File: config.mk
export PLATFORM = sky130hd
export DESIGN_NAME = sync_uart_tx
export DESIGN_NICKNAME = d
export VERILOG_FILES = /design/src/rtl/sync_uart_tx.sv
export SDC_FILE = /design/constraint.sdc
export NUM_CORES = 1
export LEC_CHECK = 0
export ABC_CLOCK_PERIOD_IN_PS = 2250
export CAP_MARGIN = 20
export CORE_MARGIN = 8
export CORE_UTILIZATION = 25
export DETAILED_ROUTE_END_ITERATION = 16
export MAX_ROUTING_LAYER = met4
export PLACE_DENSITY = 0.5
export SYNTH_ARGS = -nofsm -noshare
export SYNTH_HDL_FRONTEND = slang
export SYNTH_SLANG_ARGS = --single-unit
File: constraint.sdc
create_clock -name CLK -period 2.25 [get_ports CLK]
set_input_delay 0.45 -clock CLK [delete_from_list [all_inputs] [get_ports CLK]]
set_output_delay 0.45 -clock CLK [all_outputs]
set_load 0.01 [all_outputs]
File: src/rtl/sync_uart_tx.sv
// ============================================================================
// sync_uart_tx : serialises one message as 0x7E, opt, len, data, CRC-32/MPEG-2.
// Macro SYNC_UART_TX_CRC_EN builds the CRC; without it the 4 CRC bytes are 0x00.
// Revision: 1.0
// ============================================================================
`default_nettype none

module sync_uart_tx #(
  parameter int BYTE_SIZE    = 8,
  parameter int MAX_MSG_LEN  = (1 << BYTE_SIZE) - 1,
  parameter int IN_DATA_SIZE = $clog2(MAX_MSG_LEN) * BYTE_SIZE
) (
  input  logic                    CLK,
  input  logic                    RST_N,
  input  logic                    baud_en,
  input  logic                    i_valid,
  output logic                    o_ready,
  input  logic [BYTE_SIZE-1:0]    i_opt,
  input  logic [BYTE_SIZE-1:0]    i_len,
  input  logic [IN_DATA_SIZE-1:0] i_data,
  output logic                    o_tx,
  output logic                    o_busy,
  output logic                    o_done,
  output logic                    o_err
);

  localparam int                   DATA_BYTES = $clog2(MAX_MSG_LEN);
  localparam int                   IDX_W      = $clog2(BYTE_SIZE);
  localparam logic [3:0]           BIT_LAST   = 4'(BYTE_SIZE + 1);
  localparam logic [BYTE_SIZE-1:0] INIT_BYTE  = BYTE_SIZE'(8'h7E);
  localparam logic [BYTE_SIZE-1:0] MAX_LEN    = BYTE_SIZE'(DATA_BYTES);
  localparam logic [BYTE_SIZE-1:0] CSM_LAST   = BYTE_SIZE'(3);

  typedef enum logic [2:0] {
    S_IDLE = 3'd0,
    S_INIT = 3'd1,
    S_OPT  = 3'd2,
    S_LEN  = 3'd3,
    S_DATA = 3'd4,
    S_CSM  = 3'd5,
    S_DONE = 3'd6
  } state_e;

  state_e                  state_q;
  logic [3:0]              bit_cnt_q;
  logic [BYTE_SIZE-1:0]    byte_cnt_q;
  logic [BYTE_SIZE-1:0]    opt_q;
  logic [BYTE_SIZE-1:0]    len_q;
  logic [IN_DATA_SIZE-1:0] data_q;
  logic                    tx_q;
  logic                    ready_q;
  logic                    busy_q;
  logic                    done_q;
  logic                    err_q;

  logic                    accept;
  logic                    len_ok;
  logic [BYTE_SIZE-1:0]    pad_bytes;
  logic [IN_DATA_SIZE-1:0] data_aligned_d;
  logic [BYTE_SIZE-1:0]    cur_byte;
  logic [BYTE_SIZE-1:0]    csm_byte;
  logic [IDX_W-1:0]        bit_idx;
  logic                    is_data_bit;
  logic                    tx_d;

  // Payload is left-aligned on capture so DATA always sends the top byte.
  always_comb begin
    accept         = (state_q == S_IDLE) && i_valid && ready_q;
    len_ok         = (i_len != '0) && (i_len <= MAX_LEN);
    pad_bytes      = MAX_LEN - i_len;
    data_aligned_d = i_data << (32'(pad_bytes) * BYTE_SIZE);
  end

  always_comb begin
    case (state_q)
      S_INIT:  cur_byte = INIT_BYTE;
      S_OPT:   cur_byte = opt_q;
      S_LEN:   cur_byte = len_q;
      S_DATA:  cur_byte = data_q[IN_DATA_SIZE-1 -: BYTE_SIZE];
      S_CSM:   cur_byte = csm_byte;
      default: cur_byte = '0;
    endcase
    bit_idx     = IDX_W'(BYTE_SIZE - int'(bit_cnt_q));
    is_data_bit = (bit_cnt_q != 4'd0) && (bit_cnt_q != BIT_LAST);
    if (bit_cnt_q == 4'd0) begin
      tx_d = 1'b0;
    end else if (is_data_bit) begin
      tx_d = cur_byte[bit_idx];
    end else begin
      tx_d = 1'b1;
    end
  end

`ifdef SYNC_UART_TX_CRC_EN
  localparam logic [31:0] CRC_POLY = 32'h04C1_1DB7;
  localparam logic [31:0] CRC_INIT = 32'hFFFF_FFFF;

  logic [31:0] crc_q;
  logic [31:0] crc_d;
  logic        crc_upd;

  // Only payload-carrying bits of OPT/LEN/DATA feed the CRC; it is frozen in CSM.
  always_comb begin
    crc_upd = baud_en && is_data_bit && (state_q inside {S_OPT, S_LEN, S_DATA});
    crc_d   = {crc_q[30:0], 1'b0} ^ ((crc_q[31] ^ tx_d) ? CRC_POLY : 32'h0);
    case (byte_cnt_q[1:0])
      2'd0:    csm_byte = BYTE_SIZE'(crc_q[31:24]);
      2'd1:    csm_byte = BYTE_SIZE'(crc_q[23:16]);
      2'd2:    csm_byte = BYTE_SIZE'(crc_q[15:8]);
      default: csm_byte = BYTE_SIZE'(crc_q[7:0]);
    endcase
  end

  always_ff @(posedge CLK or negedge RST_N) begin
    if (!RST_N) begin
      crc_q <= '0;
    end else if (accept && len_ok) begin
      crc_q <= CRC_INIT;
    end else if (crc_upd) begin
      crc_q <= crc_d;
    end
  end
`else
  assign csm_byte = '0;
`endif

  always_ff @(posedge CLK or negedge RST_N) begin
    if (!RST_N) begin
      state_q    <= S_IDLE;
      bit_cnt_q  <= '0;
      byte_cnt_q <= '0;
      opt_q      <= '0;
      len_q      <= '0;
      data_q     <= '0;
      tx_q       <= 1'b1;
      ready_q    <= 1'b1;
      busy_q     <= 1'b0;
      done_q     <= 1'b0;
      err_q      <= 1'b0;
    end else begin
      done_q <= 1'b0;
      err_q  <= 1'b0;
      case (state_q)
        S_IDLE: begin
          if (accept) begin
            if (len_ok) begin
              state_q    <= S_INIT;
              ready_q    <= 1'b0;
              busy_q     <= 1'b1;
              opt_q      <= i_opt;
              len_q      <= i_len;
              data_q     <= data_aligned_d;
              bit_cnt_q  <= '0;
              byte_cnt_q <= '0;
            end else begin
              err_q <= 1'b1;
            end
          end
        end
        S_DONE: begin
          state_q <= S_IDLE;
          ready_q <= 1'b1;
          busy_q  <= 1'b0;
        end
        default: begin
          if (baud_en) begin
            tx_q <= tx_d;
            if (bit_cnt_q == BIT_LAST) begin
              bit_cnt_q <= '0;
              case (state_q)
                S_INIT: state_q <= S_OPT;
                S_OPT:  state_q <= S_LEN;
                S_LEN:  state_q <= S_DATA;
                S_DATA: begin
                  data_q <= data_q << BYTE_SIZE;
                  if (byte_cnt_q == len_q - 1'b1) begin
                    byte_cnt_q <= '0;
                    state_q    <= S_CSM;
                  end else begin
                    byte_cnt_q <= byte_cnt_q + 1'b1;
                  end
                end
                S_CSM: begin
                  if (byte_cnt_q == CSM_LAST) begin
                    byte_cnt_q <= '0;
                    state_q    <= S_DONE;
                    done_q     <= 1'b1;
                  end else begin
                    byte_cnt_q <= byte_cnt_q + 1'b1;
                  end
                end
                default: state_q <= S_IDLE;
              endcase
            end else begin
              bit_cnt_q <= bit_cnt_q + 1'b1;
            end
          end
        end
      endcase
    end
  end

  assign o_tx    = tx_q;
  assign o_ready = ready_q;
  assign o_busy  = busy_q;
  assign o_done  = done_q;
  assign o_err   = err_q;

endmodule

`default_nettype wire

### After elaboration in Yosys (flattened, before gate mapping)

Cells that the tools add are included.

* reductions and logical operators: 23
* muxes and demuxes: 46
* bitwise gates (word level): 2
* eq/ne operators: 14
* shifts and indexed selects: 1
* add/sub/neg operators: 5
* magnitude comparators: 2

Operators with widths (count)
* $mux 64: 5
* $pmux 64 s2: 1
* $shl 64x11->64: 1
* $mux 8: 6
* $pmux 8 s2: 2
* $pmux 8 s4: 1
* $mux 3: 6
* $reduce_and 6->1: 3
* $mux 4: 4
* $mux 1: 15
* $pmux 3 s5: 1
* $eq 3x3->1 const B: 3
* $reduce_bool 3->1: 3
* $add 8x1->8 const B: 1
* $eq 8x2->1 const B: 1
* $eq 8x8->1: 1
* $le 8x4->1 const B: 1
* $ne 4x4->1 const B: 2
* $pmux 4 s2: 1
* $reduce_bool 2->1: 4
* $reduce_bool 8->1: 1
* $sub 4x8->8 const A: 1
* $sub 8x1->8 const B: 1
* $eq 3x2->1 const B: 2
* other kinds (19): 26

* bits in registers: 100
* bits of input ports: 84
* word-level logic and storage cells: 104

### Depth between registers and ports, before layout

* depth in word-level cells: 7
* mapped depth: 12

### Least setup slack after synthesis

OpenSTA, ideal clock, no wires.

* path kind: input -> register
* start point: input i_len[0]
* end point: register data_q[57]
* stages on the path: 11
* setup time: 126 ps
* buffers on the path: 3
* data arrival time: 2547 ps
* path slack: -423 ps
* data required time: 2124 ps
* cells stage by stage: clkinv_1 -> clkbuf_1 -> ha_1 -> clkbuf_1 -> buf_2 -> mux2i_1 -> nor2_1 -> a21oi_1 -> o22ai_1 -> a221oi_1 -> nor2_1

* cells in the longest elaborated chain, start to end: 5
* elaborated cells on any way between the ends: 10
* classes of those cells: add/sub: 1; order compare: 1; eq/ne: 1; shift: 1; mux: 3; reduce/logical: 3

RTL lines
* from (decl): RTL line 19 `input logic [BYTE_SIZE-1:0] i_len,`
* $sub 4x8->8: RTL line 70 `pad_bytes = MAX_LEN - i_len;`
* $shl 64x11->64: RTL line 71 `data_aligned_d = i_data << (32'(pad_bytes) * BYTE_SIZE);`
* $mux 64: RTL line 146 `if (len_ok) begin`
* $mux 64: RTL line 145 `if (accept) begin`
* $pmux 64 s2: RTL line 143 `case (state_q)`
* to (signal assigned): RTL line 152 `data_q <= data_aligned_d;`
* to (signal assigned): RTL line 175 `data_q <= data_q << BYTE_SIZE;`
* to (decl): RTL line 49 `logic [IN_DATA_SIZE-1:0] data_q;`

Parallel ways exist; a longest one is shown, timed or not. The select of a mux whose other input is x is not followed.
A chain may end at the register's enable or synchronous reset.

### Worst setup path after layout

* start point: register byte_cnt_q[3]
* end point: register byte_cnt_q[5]

* cells in the longest elaborated chain, start to end: 6
* elaborated cells on any way between the ends: 9
* classes of those cells: add/sub: 1; eq/ne: 2; mux: 6

RTL lines
* from (decl): RTL line 46 `logic [BYTE_SIZE-1:0] byte_cnt_q;`
* from (signal assigned): RTL line 180 `byte_cnt_q <= byte_cnt_q + 1'b1;`
* from (signal assigned): RTL line 189 `byte_cnt_q <= byte_cnt_q + 1'b1;`
* $add 8x1->8 (tied with other cells): RTL line 180, 189
* $mux 8, on equally long branches: RTL line 184, 176
* $pmux 8 s2 (*): RTL line 170 `case (state_q)`
* $mux 8 (*): RTL line 168 `if (bit_cnt_q == BIT_LAST) begin`
* $mux 8 (*): RTL line 166 `if (baud_en) begin`
* $pmux 8 s2 (*): RTL line 143

Every way passes the cells marked *; elsewhere a longest branch is shown, timed or not. The select of a mux whose other input is x is not followed.

==> flow_summary_export.csv <==
group,metric,value,unit
outcome,outcome,"finished with violations",
outcome,violations,"hold timing",
synthesis,synth.area.mux_share,13.4,%
route,wl_per_cell,17.3,um
clock_tree,clk_latency,0.36,ns
synthesis,synthTopCellsByArea,"dfrtp_1 (36%), a21oi_1 (6.4%), mux2_2 (5.2%)",
cells_and_area,fill_cells,2814,
place,gp_congestion,0.846,
sta,drv_slew,0,
clock_tree,root_buffer,"clkbuf_16",
setup_path,end_kind,"flip-flop",
global_route,grt_pass1_wl,35800,um
clock_tree,postCtsHoldBufs,0,
sta,clock.fmax,0.465,GHz
power,total_power,4.24,mW
synthesis,synthSimpleGateAreaFrac,18.8,%
floorplan,die_h,180,um
setup_path,slowest_delay,0.52,ns
clock_tree,cts.sinks,100,
sta,period_needed,2.15,ns
route,ant_nets,0,
place,io_buffers,88,
cells_and_area,syn_to_final_growth,41.0,%
setup_path,r2r_end,"byte_cnt_q[5]$_DFFE_PN0P_",
clock_tree,cts_tree,"done",
setup_path,crit_start,"byte_cnt_q[3]$_DFFE_PN0P_",
cells_and_area,final_cell_mix,"buf_4 (124), dfrtp_1 (97), a21oi_1 (84), clkdlybuf4s50_1 (80), nor2_1 (77)",
route,via_per_inst,5.10,
synthesis,yosysTopAreaCellShare,36.3,%
setup_path,cp_max_fo,2,
setup_path,path_cells,"or4_1 > or3_4 > and2_4 > a41o_1 > nor2_2 > buf_4 > a21oi_1 > a21o_1",
place,dpl.hpwl,16800,um
cells_and_area,final_common_cell,"buf_4",
sta,min_period_over_period,95.5,%
synthesis,ys.flop_type,"dfrtp_1",
setup_path,path_depth,8,
global_route,grtUsageTotal,14.0,%
clock_tree,clk_path_buf_depth,2,
route,remaining_drc_errors,0,
synthesis,yosysSeqAreaShare,37.1,%
route,num_vias,6541,
synthesis,ys_async_sr_fraction,100,%
synthesis,syn_area,6760,um^2
synthesis,synth-seq-cells,100,
min_path,min_path_type,"in -> async",
power,powerDensity,445,nW/um^2
sta,tightest_slew,0.579,ns
synthesis,synth-compound-area-share,23.2,%
clock_tree,cts_max_level,3,
floorplan,initial_core_util,25.3,%
setup_path,critPathArrivalTime,2.39,ns
floorplan,fp.dieW,180,um
synthesis,synth_top_family_by_area,"compound AO/OA/AOI/OAI gates",
clock_tree,clkTransAtPathRegs,0.07,ns
setup_path,start_kind,"flip-flop",
job,max_cap_violations,0,
route,drtIter0Drc,425,
floorplan,rows,60,
setup_path,ff2ff_setup_slack,0.10,ns
synthesis,ys_types,66,
global_route,grt_pass1_vias,6436,
setup_path,required,2.50,ns
sta,max_slew_margin,61.4,%
synthesis,synth.avg_cell_area,8.92,um^2
synthesis,netlist_instances,758,
setup_path,crit_type,"reg -> reg",
sta,hold_violations,2,
setup_path,crit_end,"byte_cnt_q[5]$_DFFE_PN0P_",
cells_and_area,nNetsFinal,1027,
route,drt-pass1-iter-count,5,
synthesis,yosys_warnings,0,
synthesis,yosys.area_share.adder,1.11,%
setup_path,crit_family,"simple AND/OR/NAND/NOR gates",
place,dp.cells,1263,
setup_path,cp.buffers_inverters,1,
synthesis,syn_nets,848,
setup_path,critPathSlowestCell,"or4_1",
sta,setup_tns,0,ns
floorplan,die-area,32500,um^2
power,peakVddDrop,0.335,mV
setup_path,r2r_start,"byte_cnt_q[3]$_DFFE_PN0P_",
cells_and_area,fin_cells,1283,
cells_and_area,drive_gt1_share,26.4,%
synthesis,synth_xor_area_share,1.94,%
cells_and_area,antenna_cells,0,
power,power.leakage,4.32,nW
sta,clock_skew,0.00939,ns
global_route,antenna_found_initial,0,
sta,timing.hold.ws,-0.000859,ns
clock_tree,numCtsBuffers,9,
floorplan,top_level_ports,89,
setup_path,reg2regPathDepth,8,
synthesis,yosys.area.top_type,"dfrtp_1",
synthesis,synth_edf_count,0,
route,routed_wl,22200,um
global_route,grt_max_degree,58,
sta,finalSetupViolations,0,
global_route,grt_overflow,0,
floorplan,core-area,26700,um^2
[routing by layer]
layer	GRT usage (%)	up-vias	part of all wire, %
met5	-	-	0
met4	3.54	0	1.7
met3	2.84	20	4.6
met2	19.5	179	42
met1	20.1	3159	52
li1	-	3183	-
[repair_timing]
action                                  CTS  global route
pin swaps                                 8             4
cloned                                    1             0
setup buffers                             2             1
gates resized for setup                  20            32
endpoints found under the setup margin   82            70
[cell type report]
cell class	count	area, um^2	area share [%]
timing repair buffer	226	2080	21.9
clock buffer	10	229	2.40
clock inverter	6	56.3	0.591
tap	341	427	4.48
multi-input combinational	589	4160	43.6
sequential	100	2510	26.3
inverter	11	67.6	0.709
[kinds of logic after synthesis]
kind of cell             after synthesis
adder cells (fa/ha/maj)                6
buffers and inverters                 69
AO/OA/AOI/OAI                        253
multiplexers                          73
AND/OR/NAND/NOR                      242
XOR/XNOR                              15
flip-flops                           100
[metrics by stage]
stage	setup slack (ns)	cell area [um^2]	utilization, %
2_1_floorplan	-0.181	6850	-
3_3_place_gp	-0.692	9020	33.7
3_5_place_dp	-0.746	9020	33.7
4_1_cts	0.00321	9400	35.2
5_1_grt	-0.00257	9530	35.6
6_report	0.101	9530	35.6
[worst register-to-register path, stage by stage, from the launching register on]
cell and delay (ns):
dfrtp_1 0.38, or4_1 0.52, or3_4 0.35, and2_4 0.18, a41o_1 0.22, nor2_2 0.10, buf_4 0.11, a21oi_1 0.03
a21o_1 0.15
[power breakdown]
| part | switching [mW] | leakage [nW] | internal [mW] | total [mW] |
|---|---|---|---|---|
| registers | 0 | 1.37 | 1.80 | 1.80 |
| logic | 0.449 | 2.82 | 0.463 | 0.912 |
| clock network | 0.758 | 0.137 | 0.775 | 1.53 |
| total | 1.21 | 4.32 | 3.03 | 4.24 |
[state kept, by name, indices dropped and copies added, names as in the netlist, 3 cells and up]
signal      flops
data_q         64
byte_cnt_q      8
state_q         3
len_q           8
opt_q           8
bit_cnt_q       4
[worst min path at each step]
| stage | slack [ns] | from | cells past startpoint | endpoint |
|---|---|---|---|---|
| floorplan | 0.15 | RST_N | 0 | bit_cnt_q[0]$_DFFE_PN0P_ |
| global placement | 0.38 | RST_N | 1 | byte_cnt_q[2]$_DFFE_PN0P_ |
| detailed placement | 0.39 | RST_N | 1 | byte_cnt_q[2]$_DFFE_PN0P_ |
| CTS | 0.002 | RST_N | 1 | byte_cnt_q[2]$_DFFE_PN0P_ |
| global route | 0.006 | RST_N | 1 | byte_cnt_q[2]$_DFFE_PN0P_ |
| finish | -0.0009 | RST_N | 1 | byte_cnt_q[2]$_DFFE_PN0P_ |
[synth_stat cells (all sizes together), types with 2 or more instances]
library cell and instances:
or4 2, buf 24, or3 6, nand3b 3, a21oi 87, a21o 3
xor2 9, dfrtp 98, o31ai 6, nor2b 16, nor4 3, nor2 83
and3 49, nand2b 6, o21ai 57, mux2 31, a22oi 4, nand2 36
xnor2 6, or2 5, a221oi 17, nor3 9, mux4 11, mux2i 31
inv 10, nor3b 2, dfstp 2, a31oi 10, o221ai 3, a22o 9
a211oi 16, a211o 2, a2111oi 2, o22ai 25, a221o 2, nand4 3
ha 6, nand3 10, clkbuf 34, and2 6, o21a 4
No activity file was read; power rests on OpenSTA's default activity.
